<file path="src/rtl/mem_arbiter.sv">
// Two-port (fetch/data) arbiter onto one shared synchronous memory port.
// Data has priority; a starvation counter forces a fetch grant after STARVE_MAX data wins.
module mem_arbiter #(
  parameter int STARVE_MAX = 4
) (
  input  logic        clk,
  input  logic        resetb,

  input  logic        im_req,
  input  logic [31:0] im_addr,
  output logic        im_gnt,
  output logic        im_rvalid,
  output logic [31:0] im_rdata,

  input  logic        dm_req,
  input  logic        dm_we,
  input  logic [3:0]  dm_be,
  input  logic [31:0] dm_addr,
  input  logic [31:0] dm_wdata,
  output logic        dm_gnt,
  output logic        dm_rvalid,
  output logic [31:0] dm_rdata,

  output logic        mem_en,
  output logic        mem_we,
  output logic [3:0]  mem_be,
  output logic [31:0] mem_addr,
  output logic [31:0] mem_wdata,
  input  logic [31:0] mem_rdata
);

  localparam int CW = (STARVE_MAX < 1) ? 1 : $clog2(STARVE_MAX + 1);
  localparam logic [CW-1:0] SMAX = CW'(STARVE_MAX);

  logic [CW-1:0] starve_cnt;
  logic          owner;
  logic          pend;
  logic          fetch_wins;

  always_comb begin
    fetch_wins = im_req && (!dm_req || (starve_cnt == SMAX));
    im_gnt     = !resetb && fetch_wins;
    dm_gnt     = !resetb && dm_req && !fetch_wins;
    mem_en     = im_gnt || dm_gnt;
    mem_we     = dm_gnt && dm_we;
    mem_be     = 4'b0000;
    mem_addr   = 32'h0;
    mem_wdata  = 32'h0;
    if (dm_gnt) begin
      mem_be    = dm_be;
      mem_addr  = dm_addr;
      mem_wdata = dm_wdata;
    end else if (im_gnt) begin
      mem_be    = 4'b1111;
      mem_addr  = im_addr;
    end
  end

  // Gating with resetb drops a response whose reset arrives right behind the grant.
  assign im_rvalid = pend && !owner && !resetb;
  assign dm_rvalid = pend &&  owner && !resetb;
  assign im_rdata  = mem_rdata;
  assign dm_rdata  = mem_rdata;

  always_ff @(posedge clk) begin
    if (resetb) begin
      starve_cnt <= '0;
      owner      <= 1'b0;
      pend       <= 1'b0;
    end else begin
      pend <= mem_en;
      if (mem_en) begin
        owner <= dm_gnt;
      end
      if (!im_req || im_gnt) begin
        starve_cnt <= '0;
      end else if (dm_gnt && (starve_cnt != SMAX)) begin
        starve_cnt <= starve_cnt + 1'b1;
      end
    end
  end

endmodule

</file>
<file path="config.mk">
export PLATFORM = sky130hd
export DESIGN_NAME = mem_arbiter
export DESIGN_NICKNAME = d
export VERILOG_FILES = /design/src/rtl/mem_arbiter.sv
export SDC_FILE = /design/constraint.sdc
export NUM_CORES = 1
export LEC_CHECK = 0
export CAP_MARGIN = 25
export CELL_PAD_IN_SITES_DETAIL_PLACEMENT = 1
export CELL_PAD_IN_SITES_GLOBAL_PLACEMENT = 1
export CORE_MARGIN = 2
export CORE_UTILIZATION = 15
export DETAILED_ROUTE_END_ITERATION = 8
export MAX_ROUTING_LAYER = met4
export PLACE_DENSITY = 0.79
export SYNTH_ARGS = -nofsm -noshare
export SYNTH_HDL_FRONTEND = slang
export SYNTH_SLANG_ARGS = --single-unit
</file>
<file path="constraint.sdc">
create_clock -name clk -period 1.62 [get_ports clk]
set_input_delay 0.243 -clock clk [delete_from_list [all_inputs] [get_ports clk]]
set_output_delay 0.243 -clock clk [all_outputs]
set_load 0.03 [all_outputs]
</file>
# After elaboration in Yosys (flattened, before gate mapping)
# Index checks and enable logic that the tools add are counted.
op_classes:
  add_sub_neg: 1
  eq_ne: 2
  mux: 5
  n_reduce_logical: 19
ops:
  columns: ["op", "n"]
  rows:
  - ["32-bit two-way mux", 3]
  - ["1-bit logical AND", 10]
  - ["4-bit two-way mux", 2]
  - ["1-bit zero test", 5]
  - ["3-bit by 1-bit adder with 3-bit output, second input constant", 1]
  - ["3-bit == test, second input constant", 1]
  - ["1-bit logical OR", 3]
  - ["3-bit inequality test, second input constant", 1]
  - ["2-bit OR reduction", 1]
totals:
  register_bits: 5
  elab_cells: 30
  in_bits: 137

# Longest topological paths before layout
# Gate-level depths: netlist of the first run.
logic_depth:
  depth_word: 6
  depth_mapped: 6
  ltp_nobuf: 4

# Worst setup path after synthesis of the first run
# OpenSTA, ideal clock, no wires.
synth_timing:
  kind: "flip-flop to output port"
  start: "register starve_cnt[0]"
  end: "output port mem_be[0]"
  required_ns: 1.377
  arrival_ns: 1.749
  setup_slack_ns: -0.372
  stages_incl_launch_ff: 6
  n_path_buf: 1
  path_cell_list: "dfxtp_1 > inv_1 > ha_1 > and3_1 > buf_6 > o32ai_1"
synth_via:
  elab_chain_len: 6
synth_rtl:
  columns: ["item", "line_no", "text"]
  rows:
  - ["start: declaration", "35", "logic [CW-1:0] starve_cnt;"]
  - ["start signal: assignment", "78", "starve_cnt <= starve_cnt + 1'b1;"]
  - ["3-bit == test *", "41", "fetch_wins = im_req && (!dm_req || (starve_cnt == SMAX));"]
  - ["1-bit logical OR *", "41", null]
  - ["1-bit logical AND *", "41", null]
  - ["1-bit logical AND / 1-bit zero test (equally long branches)", "42, 43", null]
  - ["4-bit two-way mux / 1-bit logical AND (equally long branches)", "53, 43", null]
  - ["4-bit two-way mux *", "49", "if (dm_gnt) begin"]
  - ["end: declaration", "26", "output logic [3:0] mem_be,"]
# Mark *: on every way between the ends. The rest lies on a longest branch, timed or not.

# Final worst setup path of the first run
layout_timing:
  start: "register starve_cnt[0]"
  end: "output port mem_wdata[4]"
layout_via:
  elab_chain_len: 6
layout_rtl:
  columns: ["item", "line_no", "text"]
  rows:
  - ["3-bit == test", "41", null]
  - ["1-bit logical OR", "41", null]
  - ["1-bit logical AND", "41", null]
  - ["1-bit zero test", "43", "dm_gnt = !resetb && dm_req && !fetch_wins;"]
  - ["1-bit logical AND", "43", null]
  - ["32-bit two-way mux", "49", null]
  - ["end: declaration", "28", "output logic [31:0] mem_wdata,"]
# Every way passes these cells.

==> results of run 1 <==
[sequential cells by signal, indices dropped and copies added (netlist names)]
| signal | flops |
|---|---|
| pend | 1 |
| owner | 1 |
| starve_cnt | 3 |
[repair_timing]
item / 4_1_cts / 5_1_grt
setup buffers: 4 / 3
pin swaps: 5 / 21
cloned: 3 / 6
endpoints found under the hold margin: 0 / 0
gates resized for setup: 288 / 38
setup endpoints to repair: 73 / 71
[logic make-up (layout without fill, tap and decap cells)]
| family | count (synthesis) | count (layout) | share of synthesized area |
|---|---|---|---|
| buf+inv | 100 | 230 | 0.334 |
| simple gates | 113 | 113 | 0.389 |
| compound gates | 39 | 39 | 0.216 |
| fa+ha+maj | 2 | 2 | 0.0122 |
| flops | 5 | 5 | 0.0489 |
[power breakdown]
part / leakage, nW / internal, mW / switching, mW
logic: 1.65 / 0.638 / 0.500
registers: 0.0420 / 0.129 / 0.00286
clock network: 0.0382 / 0.326 / 0.0834
[stage by stage]
stage,cell area [um2],power (mW)
final,4590,1.68
after global routing,4590,1.77
after CTS,4260,1.65
after detailed placement,3770,1.13
after global placement,3770,1.11
after floorplan,2220,0.912
[layout by cell type (no fill, tap or decap), types with 3 or more instances in the layout]
cell type | synthesis | final
buf_4 | 67 | 25
buf_6 | 6 | 70
inv_1 | 7 | 5
and3_4 | 0 | 34
clkdlybuf4s50_1 | 0 | 101
dfxtp_1 | 5 | 3
o22ai_4 | 0 | 26
o32ai_2 | 0 | 4
buf_16 | 0 | 3
nor2_1 | 5 | 4
nand3b_1 | 64 | 64
buf_12 | 0 | 12
clkbuf_16 | 0 | 7
o22ai_2 | 28 | 5
[layer usage]
metal / routed length [um] / vias up
met2: 5380 / 103
met1: 3940 / 1165
met5: 0 / -
met3: 558 / 22
li1: - / 1136
met4: 218 / 0
[synth_stat cells]
| master | number |
|---|---|
| nor3b_2 | 1 |
| inv_1 | 7 |
| nand3_2 | 1 |
| clkbuf_1 | 11 |
| and3_1 | 35 |
| o22ai_2 | 28 |
| buf_2 | 8 |
| nor2b_1 | 1 |
| a21boi_2 | 1 |
| nand3b_1 | 64 |
| o22ai_1 | 4 |
| o32ai_1 | 4 |
| dfxtp_1 | 5 |
| clkbuf_2 | 1 |
| buf_4 | 67 |
| and4_1 | 1 |
| nor2b_4 | 1 |
| nand2b_1 | 2 |
| ha_1 | 2 |
| nor3b_1 | 2 |
| o211a_1 | 1 |
| buf_6 | 6 |
| nor2_1 | 5 |
| a32o_1 | 1 |
[worst min path at each step]
stage,slack (ps),end,depth (start not counted),from
2_1_floorplan,440,starve_cnt[0],1,starve_cnt[0]
3_3_place_gp,490,dm_rdata[5],0,mem_rdata[5]
5_1_grt,490,im_rdata[4],0,mem_rdata[4]
6_report,490,dm_rdata[14],0,mem_rdata[14]
4_1_cts,490,dm_rdata[5],0,mem_rdata[5]
3_5_place_dp,490,dm_rdata[5],0,mem_rdata[5]
[layout make-up]
| cell class | instances | area [um2] |
|---|---|---|
| Multi-Input combinational cell | 154 | 1720 |
| Clock buffer | 4 | 78.8 |
| Timing Repair Buffer | 219 | 2450 |
| Tap cell | 176 | 220 |
| Sequential cell | 5 | 103 |
| Fill cell | 1503 | 8700 |
| Inverter | 7 | 26.3 |
==> run metrics, run 1 <==
outcome finished with violations; failing checks negative setup slack; Routability Congestion 0.735; Wirelength per Cell 17.9 um; Power Dens Cells 366 nW/um2; Detailed Route Iter0 Violations 43; number of port buffers 178; clock net sink count 5; Vias/cell 4.29; Final period util 1.16; H-tree Lvls 1; Clock Pin Slew Worst Setup and Hold Paths 30 ps; post-route ant nets 0; Total GRT Usage 0.127; area growth from synthesis to layout 124%; Setup WS pre-CTS -804 ps; Slew Viols, Final 0; Critical Path Slowest Stage Cell dfxtp_2; first-pass GRT wire length 14.3 mm; I/O pin total 275; cell count after synthesis 259; Synth area leaders buf_4, nand3b_1, o22ai_2, and3_1, dfxtp_1; Syn. warnings 0; initial antenna violation count 0; TNS Setup -15,850 ps; DR DRC count 0; Rel. slew slack 0.822; die area 14,600 um2; R2R depth 8; worst path bufs/invs 5; sequential element share of the synthesized area 0.0489; worst skew pair latency 230 ps; Netlist cell types 24; r2r startpoint starve_cnt[1]; Synth Net Count 398; critical path depth in cells 8; CTS tree done; Critical Path Start starve_cnt[0]; reg2reg end owner; GR met3 Demand/Resource 0.0193; final hold vios 0; Max VDD drop 0.279 mV; met2 GRT Util 0.228; FF-to-FF setup slack 100 ps; Hold WC Path Type input port to output port; final setup margin -267 ps; CP Capture Type output port; Setup crit end mem_wdata[4]; post-synth top area share 0.246; CP max stage delay 330 ps; syn avg cell area 7.90 um2; Die Wd 121 um; CP Launch Type register; max cap viols 0; min Tclk post-route 1890 ps; FF+latch count, synth 5; Worst Path Arrival 1640 ps; final setup vio count 70; most used cell, CP buf_6; GR Util met1 0.142; # diodes 0; routed wire length 10.1 mm; family with the most delay on the worst path buffers and inverters; Worst Skew 3.18 ps; layout cells sized above 1 0.512; TritonCTS buffer count 3; core box area 13,300 um2; top cell type by total area after synthesis buf_4; vias in the first global route 2,674; final core occ 0.345; crit path max fanout 6; Most Crowded Layer GR met2; Static Leakage 1.73 nW; hold_ws 486 ps; CP Cell Sequence inv_2 -> ha_4 -> buf_6 -> buf_4 -> nand3_4 -> clkbuf_16 -> and3_4 -> buf_6; Placed Cells 545; initial cell density of the core 0.154; Max Root-Sink Buffers 2; Die Span Y 121 um; drt pass-1 iters 4; area of the mapped netlist 2050 um2; Nets 529; Worst Path Required 1380 ps; Via Count 2,426; crit path kind register to output port; GRT overflow 0; achievable clock frequency 530 MHz; Final Instance Count excl. Fillers 565; RSZ-0062 raised after global routing true; CTS root buffer clkbuf_16; Hold-fix buffers, CTS 0; Detailed Place HPWL 7.05 mm; largest net degree at the start of global routing 36; slew of the pin with the lowest slew margin 268 ps; row cnt 42
Note: power is estimated with default switching activity, not from simulation.
==> run 2, diff against run 1 <==
- CELL_PAD_IN_SITES_DETAIL_PLACEMENT: 1 -> default
- CELL_PAD_IN_SITES_GLOBAL_PLACEMENT: 1 -> default
- CORE_AREA: default -> 2 2 106 108
- CORE_MARGIN: 2 -> default
- CORE_UTILIZATION: 15 -> default
- DIE_AREA: default -> 0 0 108 110
- PLACE_DENSITY: 0.79 -> 0.63
==> run 2 against run 1 <==
The flow still finishes with violations (negative setup slack). Wire length shrank 12%. Combinational power is 4% higher. Clock-buffer cell count did not move. Register-to-register slack improved by 60 ps. Flip-flop and latch count did not move. Highest routed layer unchanged.
==> run metrics, run 2 (synthesis results as in run 1) <==
outcome finished with violations; failing checks negative setup slack; CTS tree done; Static Leakage 1.77 nW (+2.3%); I/O pin total 275 (unchanged); filler cell count in the final layout 1,014 (-33%); TNS Setup -12,950 ps (+2900 ps); hold_ws 486 ps (+0.00200 ps); Via Count 2,390 (-1.5%); RSZ-0062 raised after global routing true; R2R depth 8 (unchanged); Final period util 1.13 (-0.0317); initial antenna violation count 1 (+1); final setup margin -216 ps (+51.4 ps); largest register by flop count starve_cnt; reg2reg end owner; Final Instance Count excl. Fillers 536 (-5.1%); final hold vios 0 (unchanged); Rel. slew slack 0.785 (-0.0362); clock net sink count 5 (unchanged); Die Span Y 110 um (-9.0%); Setup WS pre-CTS -568 ps (+236 ps); hold path startpoint mem_rdata[9]; Placed Cells 513 (-5.9%); Max VDD drop 0.171 mV (-38%); Slew Viols, Final 0 (unchanged); row cnt 38 (-9.5%); crit path kind register to output port; area growth from synthesis to layout 129%; Worst Skew 0.919 ps (-2.26 ps); r2r startpoint starve_cnt[1]; Clock Pin Slew Worst Setup and Hold Paths 30 ps (about the same); routed wire length 8.87 mm (-12%); H-tree Lvls 1 (unchanged); vias in the first global route 2,386 (-11%); Nets 535 (+1.1%); crit path max fanout 5 (-1); largest net degree at the start of global routing 35 (-2.8%); max cap viols 0 (unchanged); Setup crit end mem_be[2]; Detailed Place HPWL 6.24 mm (-11%); slew of the pin with the lowest slew margin 322 ps (+54.3 ps); most common cell after layout, fill and taps aside clkdlybuf4s50_1; drt pass-1 iters 4 (unchanged); CTS root buffer clkbuf_8; Worst Path Required 1380 ps (about the same); worst skew pair latency 220 ps (about the same); first-pass GRT wire length 12.0 mm (-16%); CP Capture Type output port; GRT overflow 0 (unchanged); initial cell density of the core 0.191 (+0.0374); Total GRT Usage 0.132 (+0.00531); Largest regs starve_cnt: 3 flops, owner: 1 flops, pend: 1 flops; Hold-fix buffers, CTS 0 (unchanged); min Tclk post-route 1840 ps (-51.4 ps); Vias/cell 4.46 (+3.8%); DR DRC count 0 (unchanged); Routability Congestion 0.694 (-5.6%); commonest non-fill, non-tap cells in the layout clkdlybuf4s50_1, buf_6, nand3b_1, and3_4, o22ai_4; Wirelength per Cell 16.5 um (-7.4%); FF-to-FF setup slack 160 ps (+60 ps); post-route ant nets 0 (unchanged); Max Root-Sink Buffers 2 (unchanged); CP Launch Type register; Detailed Route Iter0 Violations 84 (+95%); final setup vio count 71 (+1.4%); die area 11,900 um2 (-19%); TritonCTS buffer count 3 (unchanged); max reg flops 3 (unchanged); Critical Path Start starve_cnt[1]; achievable clock frequency 545 MHz (+2.8%); number of port buffers 178 (unchanged); Power Dens Cells 330 nW/um2 (-9.8%); Worst Path Arrival 1590 ps (-50 ps); Die Wd 108 um (-11%); layout cells sized above 1 0.522 (+0.00995); Hold WC Path Type input port to output port; core box area 10,700 um2 (-20%)
run 2: layer usage:
layer  global-route usage  wire [um]  up-vias
met5                    -          0        -
met4               0.0522        215        0
met3               0.0218        609       22
met2                0.236       4640      109
met1                0.148       3400     1112
li1                     -          -     1147
run 2: per-stage QoR:
stage,utilization,total power [mW],cell area (um2)
6_report,0.437,1.54,4680
5_1_grt,0.437,1.61,4680
4_1_cts,0.406,1.50,4340
3_5_place_dp,0.343,1.11,3670
3_3_place_gp,0.343,1.10,3670
2_1_floorplan,-,0.912,2220
run 2: what timing repair did:
item                       CTS  global route
hold endpoints to repair     0             0
setup buffers                7             3
pin swaps                   18            16
cloned                       5             4
setup endpoints to repair   72            71
gates resized for setup    131            52
run 2: cell type report:
class	count	area, um2	area share
multi-input cells	154	1770	0.378
flip-flops and latches	5	103	0.0219
diodes	1	2.50	0.000535
repair buffers	225	2560	0.547
well taps	140	175	0.0374
clock buffers	4	45.0	0.00963
inverters	7	26.3	0.00561
run 2: report_power, final:
| group | switching [mW] | internal, mW | total [mW] |
|---|---|---|---|
| Sequential | 0.00254 | 0.129 | 0.131 |
| Clock | 0.0588 | 0.169 | 0.227 |
| Combinational | 0.502 | 0.683 | 1.18 |
run 2: worst min-delay path by stage:
stage / to / slack, ps / cells past startpoint
2_1_floorplan: starve_cnt[0] / 440 / 1
3_3_place_gp: dm_rdata[17] / 490 / 0
3_5_place_dp: dm_rdata[17] / 490 / 0
4_1_cts: dm_rdata[17] / 490 / 0
5_1_grt: dm_rdata[11] / 490 / 0
6_report: dm_rdata[9] / 490 / 0
run 2: worst max-delay path: stages (launching register included):
cell and delay [ps]:
dfxtp_2 320, inv_2 40, ha_4 150, and3_4 190, buf_12 150, buf_12 140
o32ai_4 210, buf_6 170
